`src/rtl/reg_seq_pkg.sv`:
```
// Shared encodings for the register move sequencer: ops, FSM states, step counts,
// register indices and the per-step move table.
package reg_seq_pkg;

    typedef enum logic [1:0] {
        OP_SWAP = 2'd0,
        OP_ROTL = 2'd1,
        OP_ROTR = 2'd2,
        OP_COPY = 2'd3
    } op_e;

    typedef enum logic [1:0] {
        ST_IDLE = 2'd0,
        ST_MOVE = 2'd1,
        ST_DONE = 2'd2
    } state_e;

    localparam logic [2:0] STEPS_SWAP = 3'd3;
    localparam logic [2:0] STEPS_ROTL = 3'd5;
    localparam logic [2:0] STEPS_ROTR = 3'd5;
    localparam logic [2:0] STEPS_COPY = 3'd1;

    // Index 4 addresses the temp register on the shared move path.
    localparam logic [2:0] IDX_A = 3'd0;
    localparam logic [2:0] IDX_B = 3'd1;
    localparam logic [2:0] IDX_C = 3'd2;
    localparam logic [2:0] IDX_D = 3'd3;
    localparam logic [2:0] IDX_T = 3'd4;

    typedef struct packed {
        logic [2:0] src;
        logic [2:0] dst;
    } move_t;

    function automatic logic [2:0] op_steps(input op_e op);
        logic [2:0] n;
        n = STEPS_COPY;
        case (op)
            OP_SWAP: n = STEPS_SWAP;
            OP_ROTL: n = STEPS_ROTL;
            OP_ROTR: n = STEPS_ROTR;
            default: n = STEPS_COPY;
        endcase
        return n;
    endfunction

    function automatic move_t move_decode(input op_e op, input logic [1:0] src,
                                          input logic [1:0] dst, input logic [2:0] step);
        move_t mv;
        mv.src = {1'b0, src};
        mv.dst = {1'b0, dst};
        case (op)
            OP_SWAP: begin
                case (step)
                    3'd0:    mv = '{src: {1'b0, src}, dst: IDX_T};
                    3'd1:    mv = '{src: {1'b0, dst}, dst: {1'b0, src}};
                    default: mv = '{src: IDX_T, dst: {1'b0, dst}};
                endcase
            end
            OP_ROTL: begin
                case (step)
                    3'd0:    mv = '{src: IDX_A, dst: IDX_T};
                    3'd1:    mv = '{src: IDX_B, dst: IDX_A};
                    3'd2:    mv = '{src: IDX_C, dst: IDX_B};
                    3'd3:    mv = '{src: IDX_D, dst: IDX_C};
                    default: mv = '{src: IDX_T, dst: IDX_D};
                endcase
            end
            OP_ROTR: begin
                case (step)
                    3'd0:    mv = '{src: IDX_D, dst: IDX_T};
                    3'd1:    mv = '{src: IDX_C, dst: IDX_D};
                    3'd2:    mv = '{src: IDX_B, dst: IDX_C};
                    3'd3:    mv = '{src: IDX_A, dst: IDX_B};
                    default: mv = '{src: IDX_T, dst: IDX_A};
                endcase
            end
            default: mv = '{src: {1'b0, src}, dst: {1'b0, dst}};
        endcase
        return mv;
    endfunction

endpackage

```
`src/rtl/reg_move_sequencer_if.sv`:
```
// Command/load handshake and register-bank view between a command source and the sequencer.
interface reg_move_sequencer_if #(parameter int WIDTH = 8);
    logic                 load_valid;
    logic [4*WIDTH-1:0]   load_data;
    logic                 cmd_valid;
    logic                 cmd_ready;
    logic [1:0]           cmd_op;
    logic [1:0]           cmd_src;
    logic [1:0]           cmd_dst;
    logic                 busy;
    logic                 done;
    logic [WIDTH-1:0]     a;
    logic [WIDTH-1:0]     b;
    logic [WIDTH-1:0]     c;
    logic [WIDTH-1:0]     d;

    modport master (
        output load_valid, load_data, cmd_valid, cmd_op, cmd_src, cmd_dst,
        input  cmd_ready, busy, done, a, b, c, d
    );

    modport slave (
        input  load_valid, load_data, cmd_valid, cmd_op, cmd_src, cmd_dst,
        output cmd_ready, busy, done, a, b, c, d
    );
endinterface

```
`src/rtl/reg_quad.sv`:
```
// Storage for registers a..d plus temp: one indexed write port and a parallel load port.
module reg_quad
    import reg_seq_pkg::*;
#(
    parameter int WIDTH = 8
) (
    input  logic                 clk,
    input  logic                 rst_n,
    input  logic                 load_en,
    input  logic [4*WIDTH-1:0]   load_data,
    input  logic                 wr_en,
    input  logic [2:0]           wr_idx,
    input  logic [WIDTH-1:0]     wr_data,
    output logic [4*WIDTH-1:0]   bank,
    output logic [WIDTH-1:0]     temp
);

    logic [WIDTH-1:0] temp_reg;

    // Register gi sits in bank slice (3-gi) so that a lands in the MSBs, matching load_data.
    for (genvar gi = 0; gi < 4; gi++) begin : g_reg
        logic [WIDTH-1:0] q_reg;

        always_ff @(posedge clk or negedge rst_n) begin
            if (!rst_n) begin
                q_reg <= '0;
            end else if (load_en) begin
                q_reg <= load_data[(3-gi)*WIDTH +: WIDTH];
            end else if (wr_en && (wr_idx == 3'(gi))) begin
                q_reg <= wr_data;
            end
        end

        assign bank[(3-gi)*WIDTH +: WIDTH] = q_reg;
    end

    always_ff @(posedge clk or negedge rst_n) begin
        if (!rst_n) begin
            temp_reg <= '0;
        end else if (wr_en && (wr_idx == IDX_T)) begin
            temp_reg <= wr_data;
        end
    end

    assign temp = temp_reg;

endmodule

```
`src/rtl/reg_move_sequencer.sv`:
```
// Expands swap/rotate/copy commands into one register move per clock over reg_quad.
module reg_move_sequencer
    import reg_seq_pkg::*;
#(
    parameter int WIDTH = 8
) (
    input  logic                 clk,
    input  logic                 rst_n,
    reg_move_sequencer_if.slave  bus
);

    state_e           state_reg, state_next;
    logic [2:0]       step_reg, step_next;
    op_e              op_reg, op_next;
    logic [1:0]       src_reg, src_next;
    logic [1:0]       dst_reg, dst_next;

    logic             cmd_ready;
    logic             load_en;
    logic             wr_en;
    move_t            mv;
    logic [WIDTH-1:0] rd_data;
    logic [4*WIDTH-1:0] bank;
    logic [WIDTH-1:0] temp;

    assign cmd_ready = (state_reg == ST_IDLE) && !bus.load_valid;
    assign load_en   = (state_reg == ST_IDLE) && bus.load_valid;

    always_ff @(posedge clk or negedge rst_n) begin
        if (!rst_n) begin
            state_reg <= ST_IDLE;
            step_reg  <= '0;
            op_reg    <= OP_SWAP;
            src_reg   <= '0;
            dst_reg   <= '0;
        end else begin
            state_reg <= state_next;
            step_reg  <= step_next;
            op_reg    <= op_next;
            src_reg   <= src_next;
            dst_reg   <= dst_next;
        end
    end

    always_comb begin
        state_next = state_reg;
        step_next  = step_reg;
        op_next    = op_reg;
        src_next   = src_reg;
        dst_next   = dst_reg;
        wr_en      = 1'b0;
        case (state_reg)
            ST_IDLE: begin
                if (bus.cmd_valid && cmd_ready) begin
                    state_next = ST_MOVE;
                    step_next  = '0;
                    op_next    = op_e'(bus.cmd_op);
                    src_next   = bus.cmd_src;
                    dst_next   = bus.cmd_dst;
                end
            end
            ST_MOVE: begin
                wr_en = 1'b1;
                if (step_reg == op_steps(op_reg) - 3'd1) begin
                    state_next = ST_DONE;
                end else begin
                    step_next = step_reg + 3'd1;
                end
            end
            default: state_next = ST_IDLE;
        endcase
    end

    // Single shared move path: decode the current step, read the source, write the destination.
    always_comb begin
        mv = move_decode(op_reg, src_reg, dst_reg, step_reg);
        rd_data = temp;
        case (mv.src)
            IDX_A:   rd_data = bank[4*WIDTH-1 -: WIDTH];
            IDX_B:   rd_data = bank[3*WIDTH-1 -: WIDTH];
            IDX_C:   rd_data = bank[2*WIDTH-1 -: WIDTH];
            IDX_D:   rd_data = bank[WIDTH-1 -: WIDTH];
            default: rd_data = temp;
        endcase
    end

    reg_quad #(.WIDTH(WIDTH)) u_quad (
        .clk       (clk),
        .rst_n     (rst_n),
        .load_en   (load_en),
        .load_data (bus.load_data),
        .wr_en     (wr_en),
        .wr_idx    (mv.dst),
        .wr_data   (rd_data),
        .bank      (bank),
        .temp      (temp)
    );

    assign bus.cmd_ready = cmd_ready;
    assign bus.busy      = (state_reg != ST_IDLE);
    assign bus.done      = (state_reg == ST_DONE);
    assign bus.a         = bank[4*WIDTH-1 -: WIDTH];
    assign bus.b         = bank[3*WIDTH-1 -: WIDTH];
    assign bus.c         = bank[2*WIDTH-1 -: WIDTH];
    assign bus.d         = bank[WIDTH-1 -: WIDTH];

endmodule

```
`src/flat_wrapper.sv`:
```
// flat-port wrapper written by rule: the top's interface ports become plain ports
module reg_move_sequencer_flat import reg_seq_pkg::*;
#(
    parameter int WIDTH = 8
)
  (clk, rst_n, bus_load_valid, bus_load_data, bus_cmd_valid, bus_cmd_op, bus_cmd_src, bus_cmd_dst, bus_cmd_ready, bus_busy, bus_done, bus_a, bus_b, bus_c, bus_d);
  reg_move_sequencer_if #(.WIDTH(WIDTH)) bus_i ();
  input  logic clk;
  input  logic rst_n;
  input wire logic [$bits(bus_i.load_valid)-1:0] bus_load_valid;
  input wire logic [$bits(bus_i.load_data)-1:0] bus_load_data;
  input wire logic [$bits(bus_i.cmd_valid)-1:0] bus_cmd_valid;
  input wire logic [$bits(bus_i.cmd_op)-1:0] bus_cmd_op;
  input wire logic [$bits(bus_i.cmd_src)-1:0] bus_cmd_src;
  input wire logic [$bits(bus_i.cmd_dst)-1:0] bus_cmd_dst;
  output wire logic [$bits(bus_i.cmd_ready)-1:0] bus_cmd_ready;
  output wire logic [$bits(bus_i.busy)-1:0] bus_busy;
  output wire logic [$bits(bus_i.done)-1:0] bus_done;
  output wire logic [$bits(bus_i.a)-1:0] bus_a;
  output wire logic [$bits(bus_i.b)-1:0] bus_b;
  output wire logic [$bits(bus_i.c)-1:0] bus_c;
  output wire logic [$bits(bus_i.d)-1:0] bus_d;
  assign bus_i.load_valid = bus_load_valid;
  assign bus_i.load_data = bus_load_data;
  assign bus_i.cmd_valid = bus_cmd_valid;
  assign bus_i.cmd_op = bus_cmd_op;
  assign bus_i.cmd_src = bus_cmd_src;
  assign bus_i.cmd_dst = bus_cmd_dst;
  assign bus_cmd_ready = bus_i.cmd_ready;
  assign bus_busy = bus_i.busy;
  assign bus_done = bus_i.done;
  assign bus_a = bus_i.a;
  assign bus_b = bus_i.b;
  assign bus_c = bus_i.c;
  assign bus_d = bus_i.d;
  reg_move_sequencer #(.WIDTH(WIDTH)) u_core (.clk(clk), .rst_n(rst_n), .bus(bus_i));
endmodule
```
`config.mk`:
```
export PLATFORM = sky130hd
export DESIGN_NAME = reg_move_sequencer_flat
export DESIGN_NICKNAME = d
export VERILOG_FILES = /design/src/rtl/reg_seq_pkg.sv /design/src/rtl/reg_move_sequencer_if.sv /design/src/rtl/reg_quad.sv /design/src/rtl/reg_move_sequencer.sv /design/src/flat_wrapper.sv
export SDC_FILE = /design/constraint.sdc
export NUM_CORES = 1
export LEC_CHECK = 0
export CAP_MARGIN = 10
export CORE_MARGIN = 5
export CORE_UTILIZATION = 35
export CTS_BUF_LIST = sky130_fd_sc_hd__clkbuf_16
export DETAILED_ROUTE_END_ITERATION = 8
export PLACE_DENSITY = 0.63
export SETUP_SLACK_MARGIN = 0.1
export SLEW_MARGIN = 25
export SYNTH_ARGS = -nofsm -noshare
export SYNTH_HDL_FRONTEND = slang
export SYNTH_HIERARCHICAL = 1
export SYNTH_SLANG_ARGS = --single-unit
```
`constraint.sdc`:
```
create_clock -name clk -period 5.5 [get_ports clk]
set_input_delay 1.375 -clock clk [delete_from_list [all_inputs] [get_ports clk]]
set_output_delay 1.375 -clock clk [all_outputs]
set_load 0.05 [all_outputs]
```
**Word-level counts from Yosys, hierarchy flattened**

Cells that the tools add are included.

- Logic and storage cells: 76
- Output and inout bits: 35
- Register bits after elaboration: 51

- Equality and inequality tests: 18
- Reductions and logical operators: 24
- Add/subtract/negate cells: 2
- Mux-type cells: 22

Operators with widths:

| kind | number |
|---|---|
| 8-bit two-way mux | 8 |
| 6-bit one-hot mux with 4 select lines | 2 |
| 8-bit one-hot mux with 4 select lines | 1 |
| 3-bit by 2-bit == test with 1-bit output (second input constant) | 6 |
| 6-bit one-hot mux with 3 select lines | 1 |
| 3-bit one-hot mux with 2 select lines | 2 |
| 6-bit one-hot mux with 2 select lines | 1 |
| 2-bit nonzero test | 6 |
| 3-bit by 1-bit == test with 1-bit output (second input constant) | 3 |
| 3-bit zero test | 3 |
| 3-bit two-way mux | 3 |
| 1-bit logical AND | 8 |
| 2-bit by 1-bit == test with 1-bit output (second input constant) | 2 |
| 2-bit == test (second input constant) | 2 |
| 2-bit zero test | 2 |
| 2-bit two-way mux | 2 |
| 2-bit != test (second input constant) | 2 |
| 2-bit one-hot mux with 2 select lines | 1 |
| 2-bit AND reduction | 2 |
| 3-bit by 1-bit adder with 3-bit output (second input constant) | 1 |
| 3-bit == test | 1 |
| 3-bit == test (second input constant) | 1 |
| 3-bit AND reduction | 1 |
| 3-bit by 1-bit subtractor with 3-bit output (second input constant) | 1 |
| other kinds (4) | 4 |

**Logic depth before layout (Yosys ltp)**

Gate-level depths: netlist of run 1.

- Depth in word-level cells: 8
- Mapped depth: 12
- Depth with buffers taken out: 10

**Modules after synthesis**

Netlist of run 1, hierarchy kept.

By module, submodules not included:

| module | instances | area each (µm²) | cells each | seq. area each (µm²) |
|---|---|---|---|---|
| reg_quad | 1 | 1926.8 | 168 | 1001.0 |
| reg_move_sequencer | 1 | 1206.2 | 134 | 275.3 |

**Worst setup path before layout of run 1**

Ideal clock, no wire load.

- Kind: input to output
- Start: input bus_load_valid
- End: output bus_cmd_ready
- Slack: 2.067 ns
- Stages: 1
- Data arrival time: 2.058 ns
- Cells stage by stage: nor2_1

- Cells in the longest elaborated chain, start to end: 2

RTL lines:

| what | RTL line | RTL |
|---|---|---|
| start: declaration | flat_wrapper.sv:10 | `input wire logic [$bits(bus_i.load_valid)-1:0] bus_load_valid;` |
| 1-bit zero test | reg_move_sequencer.sv:26 | `assign cmd_ready = (state_reg == ST_IDLE) && !bus.load_valid;` |
| 1-bit logical AND | reg_move_sequencer.sv:26 |  |
| end: declaration | flat_wrapper.sv:16 | `output wire logic [$bits(bus_i.cmd_ready)-1:0] bus_cmd_ready;` |

Every way passes these cells.

**Final worst setup path of run 1**

Ends and elaborated chain as after synthesis.

==> results of run 1 <==
## worst max path at each step
stage / from / endpoint / slack (ps) / cells past startpoint
final: bus_load_valid / bus_cmd_ready / 1320 / 3
after global placement: bus_load_valid / bus_cmd_ready / 1280 / 3
after detailed placement: bus_load_valid / bus_cmd_ready / 1290 / 3
after global routing: bus_load_valid / bus_cmd_ready / 1260 / 3
after floorplan: bus_load_valid / bus_cmd_ready / 2070 / 1
after CTS: bus_load_valid / bus_cmd_ready / 1280 / 3
## per-stage QoR
| step | setup slack, ps | instance area (µm²) | hold WS, ps | util, % | std cells |
|---|---|---|---|---|---|
| floorplan | 2067 | 3133 | 482.6 | - | 302 |
| global placement | 1280 | 3954 | 493.4 | 45.34 | 475 |
| detailed placement | 1287 | 3954 | 496.8 | 45.34 | 475 |
| CTS | 1284 | 4108 | 517.7 | 47.10 | 483 |
| global route | 1260 | 4135 | 538.6 | 47.42 | 484 |
| finish | 1321 | 4135 | 515.8 | 47.42 | 484 |
## worst max-delay path, cell delays in order
cell and delay, ps:
clkdlybuf4s50_1 420, nor2_1 170, clkdlybuf4s50_1 840
## Yosys cell counts, types with 2 or more instances
library cell,n
buf_6,2
nand3_1,5
nor2_2,2
nor2_1,14
nand2_1,68
mux2_2,38
buf_2,6
xnor2_1,2
a21oi_1,3
o21ai_1,2
a221oi_1,7
inv_1,12
dfrtp_1,51
o21ai_0,9
nor2b_1,3
and3_1,2
mux2_4,8
a31oi_4,3
nand2b_1,10
inv_2,2
mux2i_1,16
ha_1,10
nor3_1,2
a221oi_2,2
## layout make-up
| cell class | count | area [µm²] | area share [%] |
|---|---|---|---|
| clock buffers | 5 | 125.1 | 3.026 |
| clock inverters | 3 | 28.78 | 0.6959 |
| inverters | 14 | 52.55 | 1.271 |
| multi-input cells | 224 | 1719 | 41.57 |
| flip-flops and latches | 51 | 1276 | 30.86 |
| well taps | 108 | 135.1 | 3.268 |
| repair buffers | 79 | 798.3 | 19.30 |
## cell families (layout without fill, tap and decap cells)
group | after synthesis | count (layout)
xor gates and xnor gates | 2 | 2
muxes | 62 | 62
DFF | 51 | 51
AOI/OAI and AO/OA | 36 | 36
and+or+nand+nor | 114 | 114
adders and majority gates | 10 | 10
buffers and inverters | 27 | 101
## routing by layer
metal,vias to the layer above,part of all wire (%),track usage [%]
li1,1196,-,-
met2,55,50,23.94
met3,2,4.2,3.021
met4,0,0.70,3.196
met1,1212,45,18.53
met5,-,0,0
==> results_tabular.tex, run 1 <==
\begin{tabular}{lr}
\hline
Metric & Value \\
\hline
\multicolumn{2}{l}{\textbf{Outcome}} \\
Result of the run & complete, no violations \\
\multicolumn{2}{l}{\textbf{Synthesis}} \\
Post-synth top flop & dfrtp\_1 \\
Top-area cell type share of the netlist area & between 40\% and 50\% \\
Netlist area before placement & 3133 µm² \\
Area share of fa/ha/maj cells after synthesis & 3.994\% \\
Average cell area after synthesis & just over 10 µm² \\
Post-Syn Nets & between 300 and 400 \\
Number of flops mapped to enable cells by yosys & 0 \\
Yosys warning count & 6 \\
Number of flip-flops and latches in the synthesized netlist & between 50 and 60 \\
Ranking of synthesized cells by area & dfrtp\_1 41\%, mux2\_2 14\%, nand2\_1 8.1\% \\
Largest family of logic cells by synthesized area & multiplexers \\
Proportion of synthesized flip-flops having asynchronous set or reset & 100.0\% \\
Netlist cell types & 47 \\
Number of cells produced by synthesis & 302 \\
Xor-xnor portion of the synthesized cell area & 0.5591\% \\
Seq/Total Area, Yosys & between 40\% and 50\% \\
Simple-Gate Fraction of Synth Area & 16.61\% \\
Dominant cell type by area after synthesis & dfrtp\_1 \\
Proportion of synthesized area in mux cells & 22.60\% \\
Synthesized-area fraction occupied by ao, oa, aoi and oai cells & 10.86\% \\
\multicolumn{2}{l}{\textbf{Clocking}} \\
Clock buffer depth & 2 \\
CTS tree & built \\
H-tree levels & 2 \\
Clock Pin Slew Worst Setup and Hold Paths & 70 ps \\
Clock latency reported for the late side of the worst-skew pair & 290 ps \\
CTS Buf Count & 5 \\
Clock root buffer & clkbuf\_16 \\
Clock sink count & 51 \\
Post-CTS setup buffer count & 0 \\
Post-cts resize count & 0 \\
Number of hold buffers added after CTS & 0 \\
\multicolumn{2}{l}{\textbf{Timing}} \\
Final count of hold timing violations & 0 \\
Final critical delay including setup and external delays & approximately 4200 ps \\
Tcrit/Tclk final & roughly three quarters \\
Final setup TNS & 0 ps \\
Clock Skews & roughly 3.7 ps \\
Worst slew margin & 37.27\% \\
Max-slew violation count & 0 \\
Unrepaired setup endpoints after global routing & no \\
Worst slew pin tran & between 900 and 1000 ps \\
Top achievable clock speed & approximately 0.24 GHz \\
Number of setup violations in the final report & 0 \\
\multicolumn{2}{l}{\textbf{Die}} \\
Number of top-level pins & 77 \\
Floorplan die area & 10940 µm² \\
Vert. Die Dim & 104.6 µm \\
Overall die width & around 100 µm \\
Core Area & 8721 µm² \\
Floorplan row count & 34 \\
Effective utilization at floorplan & 35.93\% \\
\multicolumn{2}{l}{\textbf{Final layout}} \\
Diode count & 0 \\
Nets@finish & 427 \\
Number of flip-flops under the largest register name & 32 \\
Area growth from synthesis to layout & 31.99\% \\
Fill cell total of the finished layout & between 800 and 900 \\
Most frequent cells in the layout & 75 x clkdlybuf4s50\_1, 68 x nand2\_1, 51 x dfrtp\_1 \\
Proportion of layout cells with a drive suffix above 1 & between 10\% and 20\% \\
Commonest non-fill, non-tap cell in the layout & clkdlybuf4s50\_1 \\
\multicolumn{2}{l}{\textbf{Critical path}} \\
Worst EP arrival & 2800 ps \\
Setup Crit Path Kind & in2out \\
Maximum fanout encountered on the critical timing path & 2 \\
Category of the worst setup path capture point & output pin \\
Sort of element at the start of the critical path & primary input \\
Required time worst endpoint & between 4000 and 5000 ps \\
Setup slack, reg-to-reg & 2230 ps \\
Worst Reg2Reg Path Length in Cells & 9 \\
Startpoint of the worst-slack reg-to-reg timing path & u\_core/step\_reg[2] \\
Reg2Reg Capture Point & u\_core/u\_quad/g\_reg[2].q\_reg[3] \\
\multicolumn{2}{l}{\textbf{Global routing}} \\
GRT Util Overall & 14.11\% \\
Total grt overflow & 0 \\
Global-route wire length before repair & 12920 µm \\
Via count of the first global-routing pass & 2616 \\
Maximum number of pins on one net before global-route repair & 52 \\
Number of antenna violations at the first check in global routing & 0 \\
\multicolumn{2}{l}{\textbf{Place}} \\
Placed wire-length estimate & about 5500 µm \\
Weighted congestion at the end of routability-driven global placement & around 0.85 \\
Quantity of I/O buffers inserted on ports & 76 \\
\multicolumn{2}{l}{\textbf{Detailed routing}} \\
Residual antenna-violating net count after detailed routing & 0 \\
Mean number of vias per cell & around 5.1 \\
Via total after detailed routing & around 2.5k \\
Per-cell routed wire length & 15.88 µm \\
Routed wire length & 7686 µm \\
Number of violations reported at the end of detailed-routing iteration 0 & between 80 and 90 \\
Post-route DRC violation count & 0 \\
Number of detailed-route iterations in the first pass & 5 \\
\multicolumn{2}{l}{\textbf{Worst hold path}} \\
Number of cells on the worst hold path & 1 \\
Classification of the worst-slack hold path & reg2reg \\
Source of the worst hold timing path & u\_core/u\_quad/temp[4] \\
Hold endpoint & u\_core/u\_quad/temp[4] \\
\multicolumn{2}{l}{\textbf{Flow run}} \\
Count of max-cap constraint violations & 0 \\
\hline
\end{tabular}
Power of run 1 is left out: the tool's default activity adds up to more than one toggle a clock period on the data nets, which glitch-free logic cannot reach.
==> run 2: changes to the inputs <==
--- a/config.mk
+++ b/config.mk
@@ -10,7 +10,7 @@
 export CORE_UTILIZATION = 35
 export CTS_BUF_LIST = sky130_fd_sc_hd__clkbuf_16
 export DETAILED_ROUTE_END_ITERATION = 8
-export PLACE_DENSITY = 0.63
+export PLACE_DENSITY = 0.65
 export SETUP_SLACK_MARGIN = 0.1
 export SLEW_MARGIN = 25
 export SYNTH_ARGS = -nofsm -noshare
==> constraint.sdc (replaced) <==
create_clock -name clk -period 3.75 [get_ports clk]
set_input_delay 0.9375 -clock clk [delete_from_list [all_inputs] [get_ports clk]]
set_output_delay 0.9375 -clock clk [all_outputs]
set_load 0.05 [all_outputs]
==> run 2 against run 1 <==
Against the previous run: setup slack got worse by 840 ps; flip-flop and latch count unchanged; clock skew grew 4.0 ps.
==> results_tabular.tex, run 2 (synthesis gave the netlist of run 1 again) <==
\begin{tabular}{lr}
\hline
Metric & Value \\
\hline
\multicolumn{2}{l}{\textbf{Timing}} \\
Final setup TNS & 0 ps (unchanged) \\
Max-slew violation count & 0 (unchanged) \\
Worst slew margin & 43.36\% (+6.1 points) \\
Tcrit/Tclk final & 87.09\% \\
Worst slew pin tran & 849.6 ps (-81.51 ps) \\
Unrepaired setup endpoints after global routing & no \\
Top achievable clock speed & 0.3062 GHz \\
Final count of hold timing violations & 0 (unchanged) \\
Number of setup violations in the final report & 0 (unchanged) \\
Final critical delay including setup and external delays & around 3300 ps \\
Clock Skews & 7.689 ps (+3.975 ps) \\
Final setup slack of the worst path & 484.2 ps (-837.1 ps) \\
\multicolumn{2}{l}{\textbf{Clocking}} \\
Clock Pin Slew Worst Setup and Hold Paths & 60 ps (about the same) \\
H-tree levels & 2 (unchanged) \\
Number of hold buffers added after CTS & 0 (unchanged) \\
Post-CTS setup buffer count & 0 (unchanged) \\
Post-cts resize count & 0 (unchanged) \\
Clock sink count & 51 (unchanged) \\
Clock buffer depth & 2 (unchanged) \\
CTS Buf Count & 5 (unchanged) \\
Clock root buffer & clkbuf\_16 \\
Clock latency reported for the late side of the worst-skew pair & 280 ps (about the same) \\
CTS tree & built \\
\multicolumn{2}{l}{\textbf{Final layout}} \\
Area growth from synthesis to layout & 31.67\% \\
Proportion of layout cells with a drive suffix above 1 & 20.05\% (+0.11 points) \\
Diode count & 0 (unchanged) \\
Post-layout util & 47.30\% (-0.11 points) \\
Fill cell total of the finished layout & 823 (+0.12\%) \\
Most frequent cells in the layout & 75 x clkdlybuf4s50\_1, 68 x nand2\_1, 51 x dfrtp\_1 \\
Nets@finish & 430 (+0.70\%) \\
Commonest non-fill, non-tap cell in the layout & clkdlybuf4s50\_1 \\
Combined area of the multi-input logic cells & 1719 µm² (unchanged) \\
Register area & 1276 µm² (unchanged) \\
Number of flip-flops under the largest register name & 32 (unchanged) \\
\multicolumn{2}{l}{\textbf{Detailed routing}} \\
Number of violations reported at the end of detailed-routing iteration 0 & 125 (+45\%) \\
Per-cell routed wire length & 15.88 µm (about the same) \\
Routed wire length & 7734 µm (+0.62\%) \\
Post-route DRC violation count & 0 (unchanged) \\
Mean number of vias per cell & 5.031 (-1.2\%) \\
Residual antenna-violating net count after detailed routing & 0 (unchanged) \\
Number of detailed-route iterations in the first pass & 4 (-1) \\
Via total after detailed routing & 2450 (-0.61\%) \\
\multicolumn{2}{l}{\textbf{Worst hold path}} \\
Classification of the worst-slack hold path & reg2reg \\
Number of cells on the worst hold path & 1 (unchanged) \\
\multicolumn{2}{l}{\textbf{Die}} \\
Core Area & 8721 µm² (unchanged) \\
Overall die width & 104.6 µm (unchanged) \\
Floorplan row count & 34 (unchanged) \\
Effective utilization at floorplan & 35.93\% (unchanged) \\
Number of top-level pins & 77 (unchanged) \\
Vert. Die Dim & 104.6 µm (unchanged) \\
Floorplan die area & 10940 µm² (unchanged) \\
\multicolumn{2}{l}{\textbf{Critical path}} \\
Cell family with the largest share of critical-path delay & buffers and inverters \\
Required time worst endpoint & 2810 ps (-1310 ps) \\
Critical-path cell list & clkdlybuf4s50\_1, nor2\_1, clkdlybuf4s50\_1 \\
Maximum fanout encountered on the critical timing path & 2 (unchanged) \\
Bufs and invs on worst path & 2 (unchanged) \\
Sort of element at the start of the critical path & primary input \\
Setup Crit Path Kind & in2out \\
Worst EP arrival & 2330 ps (-470 ps) \\
Category of the worst setup path capture point & output pin \\
Max stage delay on crit path & 830 ps (about the same) \\
Number of stages on the worst setup path & 3 (unchanged) \\
Worst Reg2Reg Path Length in Cells & 10 (+1) \\
Most numerous cell on the critical path & clkdlybuf4s50\_1 \\
Worst-path cell with the longest stage delay & clkdlybuf4s50\_1 \\
\multicolumn{2}{l}{\textbf{Place}} \\
Weighted congestion at the end of routability-driven global placement & 0.8458 (-0.73\%) \\
Placed wire-length estimate & 5589 µm (+1.7\%) \\
Quantity of I/O buffers inserted on ports & 76 (unchanged) \\
Post-place setup slack & 482.7 ps (-804.2 ps) \\
\multicolumn{2}{l}{\textbf{Global routing}} \\
Via count of the first global-routing pass & 2483 (-5.1\%) \\
Total grt overflow & 0 (unchanged) \\
Maximum number of pins on one net before global-route repair & 39 (-25\%) \\
GRT Util Overall & 14.01\% (-0.10 points) \\
Global-route wire length before repair & 12590 µm (-2.5\%) \\
Number of antenna violations at the first check in global routing & 0 (unchanged) \\
\multicolumn{2}{l}{\textbf{Outcome}} \\
Result of the run & complete, no violations \\
\multicolumn{2}{l}{\textbf{Flow run}} \\
Count of max-cap constraint violations & 0 (unchanged) \\
\hline
\end{tabular}
-- run 2: cell types whose count changed in the layout (fill, tap and decap cells not counted), sizes merged --
cell / change
buf: +3
-- run 2: worst paths after layout --
check | from | end | slack, ps
setup / recovery | bus_load_valid | bus_cmd_ready | 480
hold / removal | u_core/u_quad/temp[7] | u_core/u_quad/temp[7] | 520
setup reg to reg | u_core/step_reg[2] | u_core/u_quad/g_reg[0].q_reg[6] | 720
hold reg to reg | u_core/u_quad/temp[7] | u_core/u_quad/temp[7] | 520
max in group asynchronous | rst_n | u_core/u_quad/g_reg[2].q_reg[7] | 2280
min in group asynchronous | rst_n | u_core/state_reg[0] | 760
-- run 2: area by class of cell --
cell class	count	share of cell area (%)
Tap cell	108	3.276
Multi-Input combinational cell	224	41.67
Sequential cell	51	30.94
Clock inverter	3	0.3943
Clock buffer	5	3.033
Inverter	14	1.274
Timing Repair Buffer	82	19.41
-- run 2: worst register-to-register path, cell delays in order (launching register included) --
cell and delay [ps]:
dfrtp_1 580, inv_2 140, ha_1 280, nand2_1 90
o311ai_1 120, a2111o_1 470, a21boi_2 470, a221oi_1 220
nand2b_1 200, nand2_1 70, mux2_2 250
-- run 2: layer usage --
layer,vias to the layer above,track usage [%],wire [µm]
li1,1198,-,-
met1,1187,19.76,3702
met2,61,21.63,3573
met3,4,3.514,377
met4,0,3.562,80
met5,-,0,0
-- run 2: metrics by stage --
| step | cells | area (µm²) | hold WS (ps) |
|---|---|---|---|
| 2_1_floorplan | 302 | 3133 | 482.6 |
| 6_report | 487 | 4125 | 516.7 |
| 3_5_place_dp | 479 | 3984 | 497.6 |
| 4_1_cts | 487 | 4125 | 519.6 |
| 5_1_grt | 487 | 4125 | 528.8 |
| 3_3_place_gp | 479 | 3984 | 492.7 |
Power of run 2 is left out for the same reason.
